===== src/rtl/spi_stream_arbiter.sv =====
// Round-robin merge of CLIENTS byte streams onto one SPI transmit stream; grant is held per packet.
// Define ARB_FAST_REARB_EN to re-arbitrate on the last beat and remove the idle cycle between packets.
module spi_stream_arbiter #(
    parameter int WIDTH   = 8,
    parameter int CLIENTS = 2,
    parameter int ID_W    = (CLIENTS > 1) ? $clog2(CLIENTS) : 1
) (
    input  logic                       clk,
    input  logic                       rst,
    input  logic [CLIENTS-1:0]         req_valid,
    input  logic [WIDTH*CLIENTS-1:0]   req_data,
    input  logic [CLIENTS-1:0]         req_last,
    output logic [CLIENTS-1:0]         req_ready,
    output logic                       out_valid,
    output logic [WIDTH-1:0]           out_data,
    output logic                       out_last,
    input  logic                       out_ready,
    output logic [CLIENTS-1:0]         grant,
    output logic [ID_W-1:0]            grant_id,
    output logic                       busy
);

    // Handshake: a beat moves when valid and ready are both high on a rising clk edge;
    // valid never waits on ready, and ready only reaches the current owner.

    typedef enum logic {IDLE = 1'b0, LOCKED = 1'b1} state_t;

    state_t            state, state_nxt;
    logic [ID_W-1:0]   owner, owner_nxt;
    logic [ID_W-1:0]   ptr, ptr_nxt;
    logic [ID_W-1:0]   ptr_inc;
    logic [ID_W:0]     pick_idle;
    logic              last_xfer;
`ifdef ARB_FAST_REARB_EN
    logic [ID_W:0]     pick_fast;
`endif

    // Returns {found, index} of the first valid bit at or above start, wrapping at CLIENTS-1.
    function automatic logic [ID_W:0] pick(input logic [ID_W-1:0] start,
                                           input logic [CLIENTS-1:0] v);
        logic [ID_W:0] r;
        int            idx;
        r = '0;
        for (int i = CLIENTS - 1; i >= 0; i--) begin
            idx = int'(start) + i;
            if (idx >= CLIENTS) idx = idx - CLIENTS;
            if (v[idx]) r = {1'b1, idx[ID_W-1:0]};
        end
        return r;
    endfunction

    assign ptr_inc   = (owner == ID_W'(CLIENTS - 1)) ? '0 : owner + ID_W'(1);
    assign last_xfer = req_valid[owner] && out_ready && req_last[owner];
    assign pick_idle = pick(ptr, req_valid);

    always_ff @(posedge clk or posedge rst) begin
        if (rst) begin
            state <= IDLE;
            owner <= '0;
            ptr   <= '0;
        end else begin
            state <= state_nxt;
            owner <= owner_nxt;
            ptr   <= ptr_nxt;
        end
    end

    always_comb begin
        state_nxt = state;
        owner_nxt = owner;
        ptr_nxt   = ptr;
`ifdef ARB_FAST_REARB_EN
        pick_fast = pick(ptr_inc, req_valid);
`endif
        case (state)
            IDLE: begin
                if (pick_idle[ID_W]) begin
                    state_nxt = LOCKED;
                    owner_nxt = pick_idle[ID_W-1:0];
                end
            end
            LOCKED: begin
                if (last_xfer) begin
                    ptr_nxt   = ptr_inc;
                    state_nxt = IDLE;
`ifdef ARB_FAST_REARB_EN
                    if (pick_fast[ID_W]) begin
                        state_nxt = LOCKED;
                        owner_nxt = pick_fast[ID_W-1:0];
                    end
`endif
                end
            end
            default: state_nxt = IDLE;
        endcase
    end

    // busy mirrors the state register, so it doubles as the FSM observation point.
    always_comb begin
        req_ready = '0;
        grant     = '0;
        out_valid = 1'b0;
        out_data  = '0;
        out_last  = 1'b0;
        busy      = 1'b0;
        grant_id  = owner;
        if (state == LOCKED) begin
            busy             = 1'b1;
            grant[owner]     = 1'b1;
            out_valid        = req_valid[owner];
            out_data         = req_data[int'(owner)*WIDTH +: WIDTH];
            out_last         = req_last[owner];
            req_ready[owner] = out_ready;
        end
    end

endmodule

===== config.mk =====
export PLATFORM = sky130hd
export DESIGN_NAME = spi_stream_arbiter
export DESIGN_NICKNAME = d
export VERILOG_FILES = /design/src/rtl/spi_stream_arbiter.sv
export SDC_FILE = /design/constraint.sdc
export NUM_CORES = 1
export LEC_CHECK = 0
export BUFFER_PORTS_ARGS = -buffer_cell sky130_fd_sc_hd__buf_2
export CAP_MARGIN = 30
export CORE_AREA = 2 2 39 41
export CTS_CLUSTER_DIAMETER = 60
export CTS_CLUSTER_SIZE = 20
export DETAILED_ROUTE_END_ITERATION = 8
export DIE_AREA = 0 0 41 43
export PLACE_DENSITY = 0.62
export SYNTH_ARGS = -nofsm -noshare
export SYNTH_HDL_FRONTEND = slang
export SYNTH_SLANG_ARGS = --single-unit

===== constraint.sdc =====
create_clock -name clk -period 3.1 [get_ports clk]
set_input_delay 0.62 -clock clk [delete_from_list [all_inputs] [get_ports clk]]
set_output_delay 0.62 -clock clk [all_outputs]
set_load 0.02 [all_outputs]

==> run summary, run 1 <==
Least-Margin Pin Slew: 0.7218 ns
Synth Cell Area: 359.1 µm²
HPWL after DPL: 794.7 µm
gr usage total: 0.1286
Max VDD drop: 0.0002118 V
Initial DRC Count: 7
Synth Area per Inst: 9.208 µm²
Max H-tree Level: 1
share of layout cells above drive strength 1: 0.5769
Row Count: 14
Final Skew: 0.001076 ns
gp weighted congestion: 0.7010
core area: 0.001384 mm²
Mapped Cells: 39
worst skew pair latency: 0.24 ns
CTS-repair resized insts: 0
Worst-path clk slew: 0.04 ns
FF+latch count, synth: 3
final setup TNS: 0 ns
final setup vio count: 0
Post-Place Cells: 90
vias per inst: 4.553
post-route cell area: 569.3 µm²
dpl cell area: 543.0 µm²
worst hold path class: input pin to async pin
Worst Path Arrival: 1.70 ns
crit path kind: flip-flop to output port
Slew HR: 0.5188
final cell count without fillers: 94
pre-CTS WS: 1.035 ns
number of antenna violations at the first check in global routing: 0
Fin Hold WS: 0.2377 ns
P&R area growth vs syn: 58.54%
LEAKAGE: 0.2953 nW
Die ar.: 0.001763 mm²
WL final: 1034 µm
total CTS buffers: 3
drt wl/cell: 11.00 µm
nets@finish: 102
Mapped Nets: 62
post-route antenna net violation count: 0
Max FO, Critical Path: 15
DR pass1 iterations: 2
vias in the first global route: 337
CTS tree: yes
total congestion overflow: 0
Total Power: 0.2916 mW
post-CTS setup buffers: 0
Hold Violations, Final: 0
CP Capture Type: output port
largest net degree at the start of global routing: 17
Initial Util: 0.2595
root buf cell: clkbuf_4
Worst EP required: 2.48 ns
# clock sinks: 3
fin crit period: 2.318 ns
unrepaired setup endpoints after global routing: false
max_cap viols: 0
routed via count: 428
clock buffer depth: 2
DRC viols: 0
synth warn: 0
hold_buf cts: 0
global-route wire length before repair: 1490 µm
num ports: 39
Startpoint Class: flip-flop
n_diodes: 0
register area share after synthesis: 0.2091
post-layout worst setup margin: 0.7822 ns
Chip Height: 43 µm
Port Buffers: 38
FMAX: 431.4 MHz
outcome: completed
Final Core Density: 0.4114
Synth cell types: 18
fillers: 152
PwrDens: 512.2 mW/mm²
fin crit share: 0.7477
DIE WIDTH: 41 µm
Max Slew Vio Count: 0
-- cells in the mapped netlist --
cell,instances,share of area
nor2b_1,9,0.16
inv_1,1,0.010
nand3_1,1,0.014
mux2i_1,9,0.25
mux2_4,1,0.042
a32o_1,1,0.028
clkbuf_1,1,0.010
buf_6,2,0.063
nor3_1,2,0.028
nor2_1,1,0.010
dfrtp_1,3,0.21
and3_4,1,0.031
and2_1,2,0.035
and2_4,1,0.024
nand2b_1,1,0.017
a31oi_1,1,0.017
a21oi_1,1,0.014
nor2b_4,1,0.038
-- routing by layer --
metal / global-route usage / part of all wire / wire, µm
met5: 0 / 0 / 0
met4: 0.1200 / 0.035 / 36
met3: 0.01571 / 0.028 / 29
met2: 0.1938 / 0.55 / 564
met1: 0.1452 / 0.39 / 403
-- cells by family (layout without fill, tap and decap cells) --
group / Yosys count / in the layout / share of synthesized area
flops: 3 / 3 / 0.2091
mux: 10 / 10 / 0.2927
buf+inv: 4 / 43 / 0.08360
compound gates: 3 / 3 / 0.05923
simple gates: 19 / 19 / 0.3554
-- power breakdown --
| part | total (mW) | switching, mW | internal (mW) |
|---|---|---|---|
| combinational | 0.152 | 0.0801 | 0.0723 |
| sequential | 0.0686 | 0.0220 | 0.0466 |
| clock | 0.0707 | 0.0223 | 0.0484 |
-- worst max-delay path, cell delays in order (launching register included) --
cell and delay [ns]:
dfrtp_1 0.80, mux2_4 0.36, and2_1 0.15, buf_2 0.15
-- layout by cell type (no fill, tap or decap) --
master     n
clkbuf_1   1
mux2i_1    9
and2_4     1
dfrtp_1    3
nor3_1     2
clkbuf_4   3
nand2b_1   1
and3_4     1
nor2_1     1
a21oi_1    1
mux2_4     1
nor2b_4    1
buf_2     38
a31oi_1    1
inv_1      1
nand3_1    1
a32o_1     1
nor2b_1    9
and2_1     2
-- final timing paths --
kind	start	cells past startpoint	to	slack, ns
worst min register to register	ptr	1	ptr	0.52
worst max-delay path	grant_id	3	out_last	0.78
min in group clk	ptr	1	ptr	0.52
worst max register to register	grant_id	3	ptr	1.60
worst min-delay path	rst	2	grant_id	0.24
max in group asynchronous	rst	2	state	2.74
-- layout make-up --
cell class	count	area (µm²)	area share
Clock buffer	4	26.28	0.04615
Tap cell	16	20.02	0.03516
Multi-Input combinational cell	32	254.0	0.4462
Inverter	1	3.754	0.006593
Sequential cell	3	75.07	0.1319
Timing Repair Buffer	38	190.2	0.3341
-- state kept, by name, indices dropped and copies added (netlist names) --
| register | flops |
|---|---|
| grant_id | 1 |
| state | 1 |
| ptr | 1 |
(Power assumes the default switching activity.)
==> run 2, diff against run 1 <==
--- a/config.mk
+++ b/config.mk
@@ -12,7 +12,7 @@
 export CTS_CLUSTER_SIZE = 20
 export DETAILED_ROUTE_END_ITERATION = 8
 export DIE_AREA = 0 0 41 43
-export PLACE_DENSITY = 0.62
+export PLACE_DENSITY = 0.65
 export SYNTH_ARGS = -nofsm -noshare
 export SYNTH_HDL_FRONTEND = slang
 export SYNTH_SLANG_ARGS = --single-unit
==> constraint.sdc (replaced) <==
create_clock -name clk -period 1.9 [get_ports clk]
set_input_delay 0.38 -clock clk [delete_from_list [all_inputs] [get_ports clk]]
set_output_delay 0.38 -clock clk [all_outputs]
set_load 0.02 [all_outputs]
==> run summary, run 2 (same netlist as run 1, synthesis figures left out) <==
global-route wire length before repair: 1386 µm (was 1490 µm)
Critical path buffers and inverters: 2 (was 1)
Startpoint Class: flip-flop (unchanged)
CTS-repair resized insts: 0 (unchanged)
wl on met1: 390 µm (was 403 µm)
LEAKAGE: 0.3006 nW (was 0.2953 nW)
DR pass1 iterations: 3 (was 2)
post-route antenna net violation count: 0 (unchanged)
Post-Place Cells: 91 (was 90)
Worst-path clk slew: 0.04 ns (about the same)
most frequent cells in the layout: buf_2, mux2i_1, nor2b_1, clkbuf_4, dfrtp_1 (unchanged)
worst r2r src: state (was grant_id)
Crit path largest cell delay: 0.50 ns (was 0.80 ns)
worst r2r path cells: 3 (unchanged)
# clock sinks: 3 (unchanged)
Max VDD drop: 0.0006142 V (was 0.0002118 V)
vias in the first global route: 343 (was 337)
post-CTS setup buffers: 0 (unchanged)
Initial DRC Count: 5 (was 7)
fillers: 146 (was 152)
largest net degree at the start of global routing: 17 (unchanged)
r2r setup slk: 0.67 ns (was 1.60 ns)
drt wl/cell: 10.25 µm (was 11.00 µm)
unrepaired setup endpoints after global routing: false (unchanged)
n_diodes: 0 (unchanged)
Die ar.: 0.001763 mm² (unchanged)
Max H-tree Level: 1 (unchanged)
final cell count without fillers: 95 (was 94)
root buf cell: clkbuf_4 (unchanged)
WL final: 974 µm (was 1034 µm)
Chip Height: 43 µm (unchanged)
CP Capture Type: output port (unchanged)
nets@finish: 103 (was 102)
final setup TNS: 0 ns (unchanged)
outcome: completed (unchanged)
total CTS buffers: 3 (unchanged)
final setup vio count: 0 (unchanged)
worst skew pair latency: 0.23 ns (was 0.24 ns)
max_cap viols: 0 (unchanged)
Initial Util: 0.2595 (unchanged)
num ports: 39 (unchanged)
Port Buffers: 38 (unchanged)
Max FO, Critical Path: 9 (was 15)
worst hold path class: input pin to async pin (unchanged)
DRC viols: 0 (unchanged)
gp weighted congestion: 0.6721 (was 0.7010)
clock buffer depth: 2 (unchanged)
Worst Path Arrival: 1.40 ns (was 1.70 ns)
Largest delay share family, worst path: flip-flops (unchanged)
Slew HR: 0.7442 (was 0.5188)
most common cell after layout, fill and taps aside: buf_2 (unchanged)
Worst EP required: 1.52 ns (was 2.48 ns)
CTS tree: yes (unchanged)
worst path cell trace: buf_4 -> mux2i_1 -> nor2b_1 -> buf_2 (was mux2_4 -> and2_1 -> buf_2)
total congestion overflow: 0 (unchanged)
DR top layer: met3 (was met4)
Least-Margin Pin Slew: 0.3837 ns (was 0.7218 ns)
share of layout cells above drive strength 1: 0.5823 (was 0.5769)
gr usage total: 0.1146 (was 0.1286)
DIE WIDTH: 41 µm (unchanged)
Max Slew Vio Count: 0 (unchanged)
reg2reg end: ptr (unchanged)
fin crit share: 0.9382
core area: 0.001384 mm² (unchanged)
DR WL met2: 508 µm (was 564 µm)
number of antenna violations at the first check in global routing: 0 (unchanged)
Final Skew: 0.001955 ns (was 0.001076 ns)
Hold Violations, Final: 0 (unchanged)
vias per inst: 4.316 (was 4.553)
FMAX: 561.0 MHz
hold_buf cts: 0 (unchanged)
routed via count: 410 (was 428)
crit path kind: flip-flop to output port (unchanged)
HPWL after DPL: 819.2 µm (was 794.7 µm)
fin crit period: 1.783 ns
Row Count: 14 (unchanged)
WL met3: 74 µm (was 29 µm)
P&R area growth vs syn: 60.63% (was 58.54%)
PwrDens: 815.4 mW/mm² (was 512.2 mW/mm²)
Crit-path slowest cell: dfrtp_1 (unchanged)
[run 2: cell type report]
type,instances,area (µm²),area share
clock buffers,4,26.28,0.04555
inverters,1,3.754,0.006508
multi-input cells,32,254.0,0.4403
flip-flops and latches,3,75.07,0.1302
well taps,16,20.02,0.03471
repair buffers,39,197.7,0.3427
[run 2: per-stage QoR]
stage          cell area (µm²)  setup slack, ns  hold slack, ns  power [mW]  utilization
6_report                 576.8           0.1175        0.008664      0.4703       0.4168
5_1_grt                  576.8          0.02371        0.009950      0.5065       0.4168
4_1_cts                  576.8           0.1000        0.008634      0.4786       0.4168
3_5_place_dp             550.5           0.3483          0.2509      0.3655       0.3978
3_3_place_gp             550.5           0.3593          0.2486      0.3658       0.3978
2_1_floorplan            359.1           0.3448          0.1336      0.2871            -
[run 2: worst max-delay path by stage]
stage               startpoint  cells past startpoint           to  slack, ns
finish                grant_id                      4  out_data[0]       0.12
floorplan             grant_id                      4  out_data[0]       0.34
global route          grant_id                      4  out_data[3]       0.02
CTS                   grant_id                      4  out_data[0]       0.10
global placement      grant_id                      4  out_data[2]       0.36
detailed placement    grant_id                      4  out_data[5]       0.35
[run 2: power by group]
part / internal [mW] / switching, mW / total (mW)
combinational: 0.121 / 0.143 / 0.265
sequential: 0.0764 / 0.0209 / 0.0973
clock: 0.0785 / 0.0298 / 0.108
total: 0.276 / 0.194 / 0.470
[run 2: routing by layer]
metal,global-route usage,up-vias
met4,0.04000,0
met3,0.05236,0
met5,0,-
li1,-,216
met1,0.1355,179
met2,0.1750,15
==> run 3, diff against run 2 <==
--- a/config.mk
+++ b/config.mk
@@ -6,13 +6,12 @@
 export NUM_CORES = 1
 export LEC_CHECK = 0
 export BUFFER_PORTS_ARGS = -buffer_cell sky130_fd_sc_hd__buf_2
-export CAP_MARGIN = 30
 export CORE_AREA = 2 2 39 41
 export CTS_CLUSTER_DIAMETER = 60
 export CTS_CLUSTER_SIZE = 20
 export DETAILED_ROUTE_END_ITERATION = 8
 export DIE_AREA = 0 0 41 43
-export PLACE_DENSITY = 0.65
+export PLACE_DENSITY = 0.62
 export SYNTH_ARGS = -nofsm -noshare
 export SYNTH_HDL_FRONTEND = slang
 export SYNTH_SLANG_ARGS = --single-unit
==> constraint.sdc (replaced) <==
create_clock -name clk -period 2 [get_ports clk]
set_input_delay 0.4 -clock clk [delete_from_list [all_inputs] [get_ports clk]]
set_output_delay 0.4 -clock clk [all_outputs]
set_load 0.02 [all_outputs]
==> run summary, run 3 (same netlist as run 1, synthesis figures left out) <==
post-route antenna net violation count: 0 (unchanged)
share of layout cells above drive strength 1: 0.5823 (unchanged)
Largest delay share family, worst path: buffers and inverters (was flip-flops)
Row Count: 14 (unchanged)
worst hold path class: input pin to async pin (unchanged)
fin crit share: 0.8561
nets@finish: 103 (unchanged)
gr usage total: 0.1355 (was 0.1146)
PwrDens: 783.8 mW/mm² (was 815.4 mW/mm²)
most frequent cells in the layout: buf_2, mux2i_1, nor2b_1, clkbuf_4, dfrtp_1 (unchanged)
unrepaired setup endpoints after global routing: false (unchanged)
core area: 0.001384 mm² (unchanged)
outcome: completed (unchanged)
dpl cell area: 550.5 µm² (unchanged)
# clock sinks: 3 (unchanged)
final setup vio count: 0 (unchanged)
WL final: 1035 µm (was 974 µm)
DR pass1 iterations: 2 (was 3)
Crit path largest cell delay: 0.39 ns (was 0.50 ns)
total CTS buffers: 3 (unchanged)
Max VDD drop: 0.0003714 V (was 0.0006142 V)
fin crit period: 1.712 ns
num ports: 39 (unchanged)
Critical path buffers and inverters: 2 (unchanged)
final cell count without fillers: 95 (unchanged)
most common cell after layout, fill and taps aside: buf_2 (unchanged)
vias per inst: 4.526 (was 4.316)
number of antenna violations at the first check in global routing: 0 (unchanged)
Worst EP required: 1.60 ns (was 1.52 ns)
Chip Height: 43 µm (unchanged)
vias in the first global route: 379 (was 343)
Crit-path slowest cell: dfrtp_1 (unchanged)
DR top layer: met3 (unchanged)
FMAX: 584.0 MHz
Worst Path Arrival: 1.31 ns (was 1.40 ns)
Startpoint Class: flip-flop (unchanged)
root buf cell: clkbuf_4 (unchanged)
Post-Place Cells: 91 (unchanged)
largest net degree at the start of global routing: 17 (unchanged)
Final Core Density: 0.4168 (unchanged)
WL met3: 29 µm (was 74 µm)
CTS tree: yes (unchanged)
HPWL after DPL: 837.5 µm (was 819.2 µm)
worst skew pair latency: 0.23 ns (about the same)
gp weighted congestion: 0.7095 (was 0.6721)
post-layout worst setup margin: 0.2878 ns (was 0.1175 ns)
n_diodes: 0 (unchanged)
pre-CTS WS: 0.5166 ns (was 0.3483 ns)
final setup TNS: 0 ns (unchanged)
Max Slew Vio Count: 0 (unchanged)
Initial DRC Count: 1 (was 5)
routed via count: 430 (was 410)
DIE WIDTH: 41 µm (unchanged)
total congestion overflow: 0 (unchanged)
post-CTS setup buffers: 0 (unchanged)
DR WL met2: 614 µm (was 508 µm)
Initial Util: 0.2595 (unchanged)
Die ar.: 0.001763 mm² (unchanged)
hold_buf cts: 0 (unchanged)
Worst-path clk slew: 0.04 ns (about the same)
max_cap viols: 0 (unchanged)
Max FO, Critical Path: 14 (was 9)
drt wl/cell: 10.89 µm (was 10.25 µm)
Total Power: 0.4521 mW (was 0.4703 mW)
post-route cell area: 576.8 µm² (unchanged)
Fin Hold WS: 0.02272 ns (was 0.008664 ns)
wl on met1: 390 µm (unchanged)
LEAKAGE: 0.3006 nW (unchanged)
Least-Margin Pin Slew: 0.3531 ns (was 0.3837 ns)
Max H-tree Level: 1 (unchanged)
P&R area growth vs syn: 60.63% (unchanged)
Slew HR: 0.7646 (was 0.7442)
global-route wire length before repair: 1580 µm (was 1386 µm)
DRC viols: 0 (unchanged)
Hold Violations, Final: 0 (unchanged)
CTS-repair resized insts: 0 (unchanged)
Port Buffers: 38 (unchanged)
CP Capture Type: output port (unchanged)
clock buffer depth: 2 (unchanged)
Final Skew: 0.002617 ns (was 0.001955 ns)
worst path cell trace: buf_4 -> mux2i_1 -> nor2b_1 -> buf_2 (unchanged)
crit path kind: flip-flop to output port (unchanged)
## run 3: path summary, 6_finish.rpt
kind	slack, ns	from	depth (start not counted)	end
worst max-delay path	0.29	grant_id	4	out_valid
worst min-delay path	0.02	rst	2	state
worst max register to register	0.75	grant_id	4	ptr
worst min register to register	0.52	ptr	1	ptr
max in group asynchronous	1.85	rst	2	ptr
min in group clk	0.40	out_ready	2	state
## run 3: per-layer routing
layer	track usage	vias to the layer above
li1	-	217
met2	0.2219	8
met3	0.03665	0
met4	0.1000	0
met1	0.1350	205
met5	0	-
## run 3: area by class of cell
cell class | count | area (µm²)
Fill cell | 139 | 807.0
Multi-Input combinational cell | 32 | 254.0
Timing Repair Buffer | 39 | 197.7
Sequential cell | 3 | 75.07
Clock buffer | 4 | 26.28
Tap cell | 16 | 20.02
Inverter | 1 | 3.754
## run 3: where the power goes
| group | internal [mW] | switching (mW) |
|---|---|---|
| combinational | 0.115 | 0.146 |
| sequential | 0.0727 | 0.0140 |
| clock | 0.0747 | 0.0297 |
| total | 0.263 | 0.189 |
